$ cat config.mk
export PLATFORM = sky130hd
export DESIGN_NAME = ring_rr_arbiter
export DESIGN_NICKNAME = d
export VERILOG_FILES = /design/src/rtl/ring_arb_pkg.sv /design/src/rtl/ring_ptr.sv /design/src/rtl/ring_rr_arbiter.sv
export SDC_FILE = /design/constraint.sdc
export NUM_CORES = 1
export LEC_CHECK = 0
export CAP_MARGIN = 40
export CORE_AREA = 2 2 39 41
export CTS_BUF_LIST = sky130_fd_sc_hd__clkbuf_2
export DETAILED_ROUTE_END_ITERATION = 10
export DIE_AREA = 0 0 41 43
export PLACE_DENSITY = 0.91
export SYNTH_ARGS = -nofsm -noshare
export SYNTH_HDL_FRONTEND = slang
export SYNTH_SLANG_ARGS = --single-unit
$ cat constraint.sdc
create_clock -name clk -period 2.9 [get_ports clk]
set_input_delay 0.725 -clock clk [delete_from_list [all_inputs] [get_ports clk]]
set_output_delay 0.725 -clock clk [all_outputs]
set_load 0.05 [all_outputs]
$ cat src/rtl/ring_arb_pkg.sv
// Shared types and default sizing for the ring round-robin arbiter.
package ring_arb_pkg;
  localparam int N_DEF        = 3;
  localparam int HOLD_MAX_DEF = 8;

  typedef enum logic {
    IDLE  = 1'b0,
    GRANT = 1'b1
  } state_e;
endpackage

$ cat src/rtl/ring_ptr.sv
// One-hot ring priority pointer; rotates past the granted requester and
// snaps back to bit 0 whenever it is found corrupted.
module ring_ptr
  import ring_arb_pkg::*;
#(
  parameter int N = N_DEF
) (
  input  logic         clk,
  input  logic         rst,
  input  logic         rotate,
  input  logic [N-1:0] gnt_oh,
  output logic [N-1:0] ptr,
  output logic         ptr_ok
);
  localparam logic [N-1:0] BIT0 = N'(1);

  logic [N-1:0] ptr_q, ptr_d;

  assign ptr_ok = (ptr_q != '0) && ((ptr_q & (ptr_q - BIT0)) == '0);
  assign ptr    = ptr_q;

  // Correction wins over rotation so a bad pointer never propagates.
  always_comb begin
    ptr_d = ptr_q;
    if (!ptr_ok)     ptr_d = BIT0;
    else if (rotate) ptr_d = {gnt_oh[N-2:0], gnt_oh[N-1]};
  end

  always_ff @(posedge clk or negedge rst) begin
    if (!rst) ptr_q <= BIT0;
    else      ptr_q <= ptr_d;
  end
endmodule

$ cat src/rtl/ring_rr_arbiter.sv
// Round-robin arbiter with a one-hot ring pointer, bounded hold time and
// a timeout pulse when a grant is forcibly released.
module ring_rr_arbiter
  import ring_arb_pkg::*;
#(
  parameter int N        = N_DEF,
  parameter int HOLD_MAX = HOLD_MAX_DEF
) (
  input  logic         clk,
  input  logic         rst,
  input  logic [N-1:0] req,
  input  logic         done,
  output logic [N-1:0] gnt,
  output logic         gnt_valid,
  output logic [N-1:0] ptr,
  output logic         timeout
);
  localparam int            CW   = $clog2(HOLD_MAX + 1);
  localparam logic [CW-1:0] CMAX = CW'(HOLD_MAX);
  localparam logic [CW-1:0] CONE = CW'(1);

  state_e        state_q, state_d;
  logic [N-1:0]  gnt_q, gnt_d, pick, prio;
  logic [CW-1:0] cnt_q, cnt_d;
  logic          gv_q, to_q, to_d;
  logic          hold_req, at_max, rel, ptr_ok;
  int            base, idx;

  ring_ptr #(.N(N)) u_ptr (
    .clk    (clk),
    .rst    (rst),
    .rotate (rel),
    .gnt_oh (gnt_q),
    .ptr    (ptr),
    .ptr_ok (ptr_ok)
  );

  // A corrupted pointer is read as bit 0 for this cycle's decision.
  assign prio = ptr_ok ? ptr : N'(1);

  always_comb begin
    pick = '0;
    base = 0;
    idx  = 0;
    for (int i = 0; i < N; i++)
      if (prio[i]) base = i;
    for (int k = 0; k < N; k++) begin
      idx = (base + k) % N;
      if (pick == '0 && req[idx]) pick[idx] = 1'b1;
    end
  end

  assign hold_req = |(req & gnt_q);
  assign at_max   = (cnt_q == CMAX);
  assign rel      = (state_q == GRANT) && (done || !hold_req || at_max);

  always_ff @(posedge clk or negedge rst) begin
    if (!rst) begin
      state_q <= IDLE;
      gnt_q   <= '0;
      gv_q    <= 1'b0;
      cnt_q   <= '0;
      to_q    <= 1'b0;
    end else begin
      state_q <= state_d;
      gnt_q   <= gnt_d;
      gv_q    <= |gnt_d;
      cnt_q   <= cnt_d;
      to_q    <= to_d;
    end
  end

  always_comb begin
    state_d = state_q;
    case (state_q)
      IDLE:    if (|req) state_d = GRANT;
      GRANT:   if (rel)  state_d = IDLE;
      default: state_d = IDLE;
    endcase
  end

  always_comb begin
    gnt_d = gnt_q;
    cnt_d = cnt_q;
    to_d  = 1'b0;
    case (state_q)
      IDLE: begin
        gnt_d = pick;
        cnt_d = (|req) ? CONE : '0;
      end
      GRANT: begin
        if (rel) begin
          gnt_d = '0;
          cnt_d = '0;
          // Pulse only when the hold limit alone forced the release.
          to_d  = at_max && !done && hold_req;
        end else begin
          cnt_d = cnt_q + CONE;
        end
      end
      default: begin
        gnt_d = '0;
        cnt_d = '0;
      end
    endcase
  end

  assign gnt       = gnt_q;
  assign gnt_valid = gv_q;
  assign timeout   = to_q;
endmodule

=== Word-level counts from Yosys, hierarchy flattened ===
Cells that the tools add are included.

* Order comparisons: 6
* Add/sub/neg operators: 4
* Div/mod/pow operators: 3
* Bitwise operators: 5
* Equal/unequal tests: 2
* Mux-type cells: 33
* Reduce and logical (&&, ||, !) cells: 20

{| class="wikitable"
|+ Operators with widths
! operator !! count
|-
| $ge 32x1->1 const B || 3
|-
| $lt 32x4->1 const B || 3
|-
| $mod 32x3->32 const B || 3
|-
| $add 32x2->32 const B || 1
|-
| $add 32x3->32 const B || 1
|-
| $mux 3 || 7
|-
| $mux 1 || 15
|-
| $logic_and 1x1->1 || 9
|-
| $logic_not 3->1 || 3
|-
| $reduce_or 3->1 || 3
|-
| $pmux 4 s2 || 1
|-
| $and 3x3->3 || 2
|-
| $bmux 1 s2 || 3
|-
| $demux 1 s2 || 3
|-
| $or 3x3->3 || 2
|-
| $pmux 3 s2 || 1
|-
| $add 4x1->4 const B || 1
|-
| $eq 4x4->1 const B || 1
|-
| $mux 4 || 1
|-
| $reduce_bool 3->1 || 1
|-
| $sub 3x1->3 const B || 1
|-
| $logic_not 1->1 || 2
|-
| $logic_or 1x1->1 || 2
|-
| $mux 2 || 1
|-
| other kinds (3) || 3
|}

* Logic and storage cells: 79
* Flip-flop bits (word level): 13
* Input bits: 6

=== Depth between registers and ports, before layout ===
Gate-level depths: netlist (run 1).

* Word-level depth: 21
* Depth in mapped cells: 6
* Mapped depth without buffers: 6

=== By module ===
Synthesis (run 1) repeated with hierarchy kept, for this count alone.

* Cells, all modules: 65
* Area total of the unflattened synthesis: 678.2 um2

{| class="wikitable"
|+ Modules (own cells, without submodules)
! module !! cells each !! instances !! area each (um2)
|-
| ring_rr_arbiter || 43 || 1 || 478.0
|-
| ring_ptr || 22 || 1 || 200.2
|}

=== Worst setup path after synthesis (run 1) ===
No wires, ideal clock.

* Kind: input-to-reg
* Start point: input port req[0]
* End point: register cnt_q[1]
* Stages: 4
* Setup time: 0.119 ns
* Path slack: 1.282 ns
* Data arrival time: 1.499 ns
* Data required time: 2.781 ns
* Buffers on the path: 0
* Cells stage by stage: a222oi_1 nor2_1 and3_4 and2_1

* Word-level cells in the longest chain between the ends: 8

{| class="wikitable"
|+ RTL lines
! element !! line !! source
|-
| start: declaration || ring_rr_arbiter.sv:11 || <nowiki>input logic [N-1:0] req,</nowiki>
|-
| $and 3x3->3 || ring_rr_arbiter.sv:53 || <nowiki>assign hold_req = |(req & gnt_q);</nowiki>
|-
| $reduce_or 3->1 || ring_rr_arbiter.sv:53 ||
|-
| $logic_not 1->1 || ring_rr_arbiter.sv:55 || <nowiki>assign rel = (state_q == GRANT) && (done || !hold_req || at_max);</nowiki>
|-
| $logic_or 1x1->1 (2 in a row) || ring_rr_arbiter.sv:55 ||
|-
| $logic_and 1x1->1 || ring_rr_arbiter.sv:55 ||
|-
| $mux 4 || ring_rr_arbiter.sv:92 || <nowiki>if (rel) begin</nowiki>
|-
| $pmux 4 s2 || ring_rr_arbiter.sv:86 || <nowiki>case (state_q)</nowiki>
|-
| net cnt_d[1] || ring_rr_arbiter.sv:24 || <nowiki>logic [CW-1:0] cnt_q, cnt_d;</nowiki>
|-
| end signal: assignment || ring_rr_arbiter.sv:68 || <nowiki>cnt_q <= cnt_d;</nowiki>
|-
| end: declaration || ring_rr_arbiter.sv:24 ||
|}

The timed path passes the listed nets, and every way through them passes these cells.
A chain may end at the register's enable or synchronous reset.

=== Final worst setup path (run 1) ===
* Start point: register u_ptr.ptr_q[0], in the netlist u_ptr.ptr[0]
* End point: output port ptr[0]

{| class="wikitable"
|+ RTL lines
! element !! line !! source
|-
| start: declaration || ring_ptr.sv:17 || <nowiki>logic [N-1:0] ptr_q, ptr_d;</nowiki>
|-
| start signal: assignment || ring_ptr.sv:31 || <nowiki>else ptr_q <= ptr_d;</nowiki>
|-
| end: declaration || ring_rr_arbiter.sv:15 || <nowiki>output logic [N-1:0] ptr,</nowiki>
|}

No word-level cell between the ends.

==> results of run 1 <==
area by class of cell:
class / instances / share of cell area, %
Timing Repair Buffer: 13 / 15.16
Clock buffer: 4 / 2.332
Sequential cell: 13 / 38.05
Tap cell: 16 / 2.332
Multi-Input combinational cell: 52 / 40.82
Inverter: 3 / 1.312
cells in the final DEF, fill, tap and decap left out, types with 2 or more instances in the layout:
master / n
ha_1: 2
and2b_1: 2
nand2_1: 3
clkdlybuf4s50_1: 13
nand3b_1: 3
nand2b_1: 3
nand4_1: 2
inv_1: 3
nor2_1: 6
o2bb2ai_1: 3
dfrtp_1: 12
a21oi_1: 5
nand3_1: 2
o21ai_0: 3
xor2_1: 2
clkbuf_2: 4
power groups by stage:
stage	clock, mW	combinational [mW]	sequential, mW
after floorplan	0	0.162	0.368
after global placement	0	0.326	0.294
after detailed placement	0	0.334	0.296
after CTS	0.0964	0.335	0.293
after global routing	0.106	0.365	0.304
final	0.0946	0.335	0.296
how the worst max path moves through the flow:
| stage | from | to | slack (ns) | depth (start not counted) |
|---|---|---|---|---|
| CTS | u_ptr.ptr[0]$_DFFE_PN1P_ | ptr[0] | 0.47 | 1 |
| global route | u_ptr.ptr[0]$_DFFE_PN1P_ | ptr[0] | 0.44 | 1 |
| global placement | req[0] | cnt_q[1]$_DFF_PN0_ | 0.71 | 5 |
| finish | u_ptr.ptr[0]$_DFFE_PN1P_ | ptr[0] | 0.48 | 1 |
| detailed placement | req[0] | u_ptr.ptr[2]$_DFFE_PN0P_ | 0.63 | 5 |
| floorplan | req[0] | cnt_q[1]$_DFF_PN0_ | 1.28 | 4 |
routing by layer:
layer | up-vias | global-route usage, % | wire (µm)
met5 | - | 0 | 0
met4 | 0 | 8.000 | 27
met3 | 4 | 4.712 | 60
met2 | 16 | 30.00 | 741
met1 | 280 | 26.69 | 663
li1 | 288 | - | -
sequential cells by signal, summed over array words and instances (netlist names):
signal,count
cnt_q,4
gnt,3
u_ptr.ptr,3
gnt_valid,1
state_q,1
timeout,1
kinds of logic after synthesis:
family | Yosys count
flip-flops | 13
XOR/XNOR | 3
AO/OA/AOI/OAI | 19
adder cells (fa/ha/maj) | 2
buffers and inverters | 5
AND/OR/NAND/NOR | 28
worst reg2reg max path: cells and delay by family (launching register included):
kind                       cells  cell delay [ns]
adders and majority gates      1             0.20
buffers and inverters          1             0.06
AOI/OAI and AO/OA              3             0.68
DFF                            1             0.42
and+or+nand+nor                1             0.19
metrics by stage:
| stage | instance area, µm² | instances | utilization [%] |
|---|---|---|---|
| floorplan | 698.2 | 70 | - |
| global placement | 838.3 | 97 | 60.58 |
| detailed placement | 838.3 | 97 | 60.58 |
| CTS | 858.3 | 101 | 62.03 |
| global route | 858.3 | 101 | 62.03 |
| finish | 858.3 | 101 | 62.03 |
Yosys cell counts, types with 2 or more instances:
cell type / count
a21oi_1: 5
and2b_1: 2
dfrtp_1: 12
ha_1: 2
inv_1: 3
nand2_1: 3
nand2b_1: 3
nand3_1: 2
nand3b_1: 3
nand4_1: 2
nor2_1: 6
o21ai_0: 3
o2bb2ai_1: 3
xor2_1: 2
==> run metrics, run 1 <==
CTS root buf=clkbuf_2; drt wl/cell=around 15 µm; final WL=roughly 1.5 mm; RSZ-0062 raised after global routing=false; Avg Inst Size Synth=between 9 and 10 µm²; Clk pwr share=roughly an eighth; Clock Path Buffers=2; post_cts resized=0; Synth Cell Area=698.2 µm²; fmax=around 0.41 GHz; Iteration-0 DRC Markers=27; worst-case hold path end point=cnt_q[0]$_DFF_PN0_; Post-Synthesis Cells=70; Post-CTS Setup Bufs=0; Leak=~0.36 nW; max cap viols=0; internal power=approximately 0.39 mW; final setup fails=0; worst-margin pin slew=slightly below 0.6 ns; FF/Latch Area=~330 µm²; Yosys warnings=0; CTS tree=done; H-tree depth=1; worst path required time=2.17 ns; Buf+Inv Stages, Crit Path=1; Clock Latency Late Sink=between 0.2 and 0.3 ns; ys flop type=dfrtp_1; vias in the first global route=516; Distinct cells, synth=33; Fillers=approximately 130; power per cell area=between 800 and 900 mW/mm²; # hold bufs at CTS=0; largest family of logic cells by synthesized area=simple AND/OR/NAND/NOR gates; Setup TNS=0 ns; via count=588; CP endpoint kind=output port; Starting Density=about half; Post-Syn Nets=78; R2R Path End=u_ptr.ptr[1]$_DFFE_PN0P_; Hold WC Path Type=reg2reg; TritonCTS Buffers=3; FFs w/ async S/R, synth=100.0%; First-pass DRT Iterations=4; Seq pwr share=between 40 and 50%; chip width=around 40 µm; post-synthesis simple-gate area fraction=between 20% and 30%; Hold Violations, Final=0; first-pass GRT wire length=2.332 mm; IO Pins=14; clock sinks=13; reg2reg start=cnt_q[0]$_DFF_PN0_; Seq/Total Area, Yosys=a little under half; Synth Area in Compound Gates=19.00%; count of pins over their slew limit=0; largest net degree at the start of global routing=14; IO Port Bufs=13; core area=between 0.001 and 0.0015 mm²; clock skew=just over 0.005 ns; Chip Height=approximately 43 µm; worst reg2reg path depth=6; CP max stage cell=clkdlybuf4s50_1; Cell Rows=14; worst-path fanout max=8; WHS Path Cells=1; initial antenna violation count=0; Layout Nets=94; Crit Path Class=reg2out; Worst setup SP type=flop; Post-Synth XOR/XNOR Area=under 10%; Synth area leader=dfrtp_1; worst hold margin=~0.55 ns; Reg2Reg Setup Slack=about 1.2 ns; hold_sp=cnt_q[0]$_DFF_PN0_; Rel. slew slack=about three fifths; P_sw=roughly 0.33 mW; Setup Slack @ Placement=0.6343 ns; share of cells above drive strength 1=a little over a tenth; clock-pin slew on the worst setup and hold paths=about 0.12 ns; number of flops mapped to enable cells by yosys=0; DP HPWL=roughly 1.1 mm; Inserted Diodes=0; total track usage=19.98%; die area=0.001763 mm²; Sw Share=around 46%; Top delay family on crit path=buffers and inverters; worst IR drop on VDD=just over 0.3 mV; adder-cell area share of the yosys netlist=3.584%; crit path DAT=1.70 ns; Via density=5.822; fin crit share=83.58%; mux cell area share after synthesis=0%; delay of the slowest critical-path stage=around 0.82 ns; GRT Residual Overflow=0; Antenna Violating Nets Remaining=0; #FFs+latches synth=13; multi-input combinational cell area=between 300 and 400 µm²; top cell type's share of synthesized area=between 40% and 50%; status=complete, no violations; gp weighted congestion=~0.75; Comb pwr share=between 40% and 50%; # DRC=0; Critical Path, Cell by Cell=clkdlybuf4s50_1; top cells by area, synth=dfrtp_1, dfstp_2, o2bb2ai_1, a21oi_1, ha_1; Pwr Total=0.7254 mW; Setup WS post-layout=between 0.4 and 0.5 ns; min Tclk post-route=2.424 ns; Area Growth Syn to Fin=22.94%
Note: power is estimated with default switching activity, not from simulation.
==> run 2: changes to the inputs <==
CORE_AREA = unset   (was 2 2 39 41)
CORE_UTILIZATION = 51   (was unset)
DIE_AREA = unset   (was 0 0 41 43)
PLACE_DENSITY = 0.89   (was 0.91)
clock period = 2.54 ns   (was 2.9 ns; I/O delays follow)
==> run metrics, run 2 (synthesis results as in run 1) <==
Largest register FFs=4 (unchanged); commonest cells after routing, fill and taps aside=clkdlybuf4s50_1, dfrtp_1, nor2_1; min Tclk post-route=approximately 2.4 ns; final setup fails=0 (unchanged); IO Port Bufs=13 (unchanged); Clock Latency Late Sink=0.29 ns (+0.02 ns); H-tree depth=1 (unchanged); Rel. slew slack=61.58% (+0.59 points); reg2reg start=cnt_q[0]$_DFF_PN0_; Seq pwr share=41.0% (+0.3 points); Top delay family on crit path=buffers and inverters; core area=0.001186 mm² (-14%); die area=0.001521 mm² (-14%); largest net degree at the start of global routing=14 (unchanged); commonest non-fill, non-tap cell in the layout=clkdlybuf4s50_1; Crit. path cell count=1 (unchanged); CP startpoint=u_ptr.ptr[0]$_DFFE_PN1P_; Critical Path, Cell by Cell=clkdlybuf4s50_1; worst IR drop on VDD=0.4955 mV (+63%); share of cells above drive strength 1=10.59% (unchanged); P_sw=0.3918 mW (+18%); Most flops, register=cnt_q; worst-margin pin slew=0.5746 ns (-0.008802 ns); Placed Area=835.8 µm² (-0.30%); Via density=6.303 (+8.3%); worst reg2reg path depth=6 (unchanged); Starting Density=58.86% (+8.4 points); max cap viols=0 (unchanged); R2R Path End=u_ptr.ptr[1]$_DFFE_PN0P_; Layout Nets=94 (unchanged); Clock Path Buffers=2 (unchanged); worst path required time=1.90 ns (-0.27 ns); chip width=39 µm (-4.9%); clock skew=0.006765 ns (+0.001654 ns); # DRC=0 (unchanged); Setup TNS=0 ns (unchanged); Clk pwr share=13.6% (+0.6 points); First-pass DRT Iterations=4 (unchanged); first-pass GRT wire length=2.587 mm (+11%); power per cell area=983.7 mW/mm² (+16%); initial antenna violation count=0 (unchanged); TritonCTS Buffers=3 (unchanged); CTS tree=done; Buf+Inv Stages, Crit Path=1 (unchanged); fmax=0.4230 GHz; Sw Share=46.54% (+0.88 points); Hold WC Path Type=reg2reg; Comb pwr share=45.4% (-0.8 points); DP HPWL=1.184 mm (+5.7%); Leak=0.3570 nW (unchanged); status=complete, no violations; clock-pin slew on the worst setup and hold paths=0.13 ns (about the same); Reg2Reg Setup Slack=0.83 ns (-0.40 ns); Iteration-0 DRC Markers=31 (+15%); gp weighted congestion=0.8673 (+15%); CP Capture Point=ptr[0]; CP max stage cell=clkdlybuf4s50_1; final WL=1.619 mm (+8.4%); worst-path fanout max=8 (unchanged); via count=624 (+6.1%); delay of the slowest critical-path stage=0.82 ns (about the same); GRT Residual Overflow=0 (unchanged); fin crit share=between 90% and 100%; Area Growth Syn to Fin=22.58%; CP endpoint kind=output port; Antenna Violating Nets Remaining=0 (unchanged); post_cts resized=0 (unchanged); hold_sp=cnt_q[0]$_DFF_PN0_; Post-CTS Setup Bufs=0 (unchanged); Inserted Diodes=0 (unchanged); Inst Count DP=95 (-2.1%); Hold Violations, Final=0 (unchanged); CTS root buf=clkbuf_2; Crit Path Class=reg2out; IO Pins=14 (unchanged); clock sinks=13 (unchanged); Cell Rows=12 (-2); # hold bufs at CTS=0 (unchanged); RSZ-0062 raised after global routing=false; fin cells=99 (-2.0%); Fillers=90 (-29%); Chip Height=39 µm (-9.3%); fin area=855.8 µm² (-0.29%); Setup Slack @ Placement=0.3440 ns (-0.2903 ns); total track usage=27.25% (+7.3 points); Worst setup SP type=flop; internal power=0.4500 mW (+14%); Setup WS post-layout=0.1758 ns (-0.3004 ns); count of pins over their slew limit=0 (unchanged); vias in the first global route=587 (+14%); worst hold margin=0.5547 ns (+0.005164 ns); crit path DAT=1.73 ns (+0.03 ns); drt wl/cell=16.35 µm (+11%)
[run 2: worst register-to-register path: stages (launching register included)]
cell and delay (ns):
dfrtp_1 0.43, inv_1 0.06, ha_1 0.21, and3b_1 0.20, o31a_2 0.39, a32oi_1 0.20, o211ai_1 0.12
[run 2: through the flow]
step / power, mW / util, %
6_report: 0.8419 / 72.15
3_3_place_gp: 0.7108 / 70.46
2_1_floorplan: 0.6051 / -
5_1_grt: 0.8928 / 72.15
3_5_place_dp: 0.7273 / 70.46
4_1_cts: 0.8390 / 72.15
[run 2: per-layer routing]
metal / share of wire, % / GRT usage [%] / vias to the layer above / routed length (µm)
met5: 0 / 0 / - / 0
met4: 1.2 / 22.41 / 0 / 20
met3: 8.3 / 8.671 / 4 / 134
met2: 50 / 37.92 / 42 / 807
met1: 41 / 33.70 / 292 / 656
li1: - / - / 286 / -
[run 2: worst min path at each step]
| stage | end | slack (ns) | cells past startpoint |
|---|---|---|---|
| floorplan | cnt_q[0]$_DFF_PN0_ | 0.34 | 0 |
| global placement | cnt_q[0]$_DFF_PN0_ | 0.52 | 1 |
| detailed placement | cnt_q[0]$_DFF_PN0_ | 0.53 | 1 |
| CTS | cnt_q[0]$_DFF_PN0_ | 0.55 | 1 |
| global route | cnt_q[0]$_DFF_PN0_ | 0.57 | 1 |
| finish | cnt_q[0]$_DFF_PN0_ | 0.55 | 1 |
[run 2: final cells by class]
type | count | area [µm²] | area share, %
clock buffers | 4 | 20.02 | 2.339
flip-flops and latches | 13 | 326.6 | 38.16
repair buffers | 13 | 130.1 | 15.20
well taps | 14 | 17.52 | 2.047
multi-input cells | 52 | 350.3 | 40.94
inverters | 3 | 11.26 | 1.316
[run 2: power groups by stage]
stage	registers, mW	clock network [mW]	logic (mW)
6_report	0.345	0.114	0.382
5_1_grt	0.352	0.127	0.414
4_1_cts	0.342	0.115	0.382
3_5_place_dp	0.345	0	0.382
3_3_place_gp	0.340	0	0.371
2_1_floorplan	0.420	0	0.185
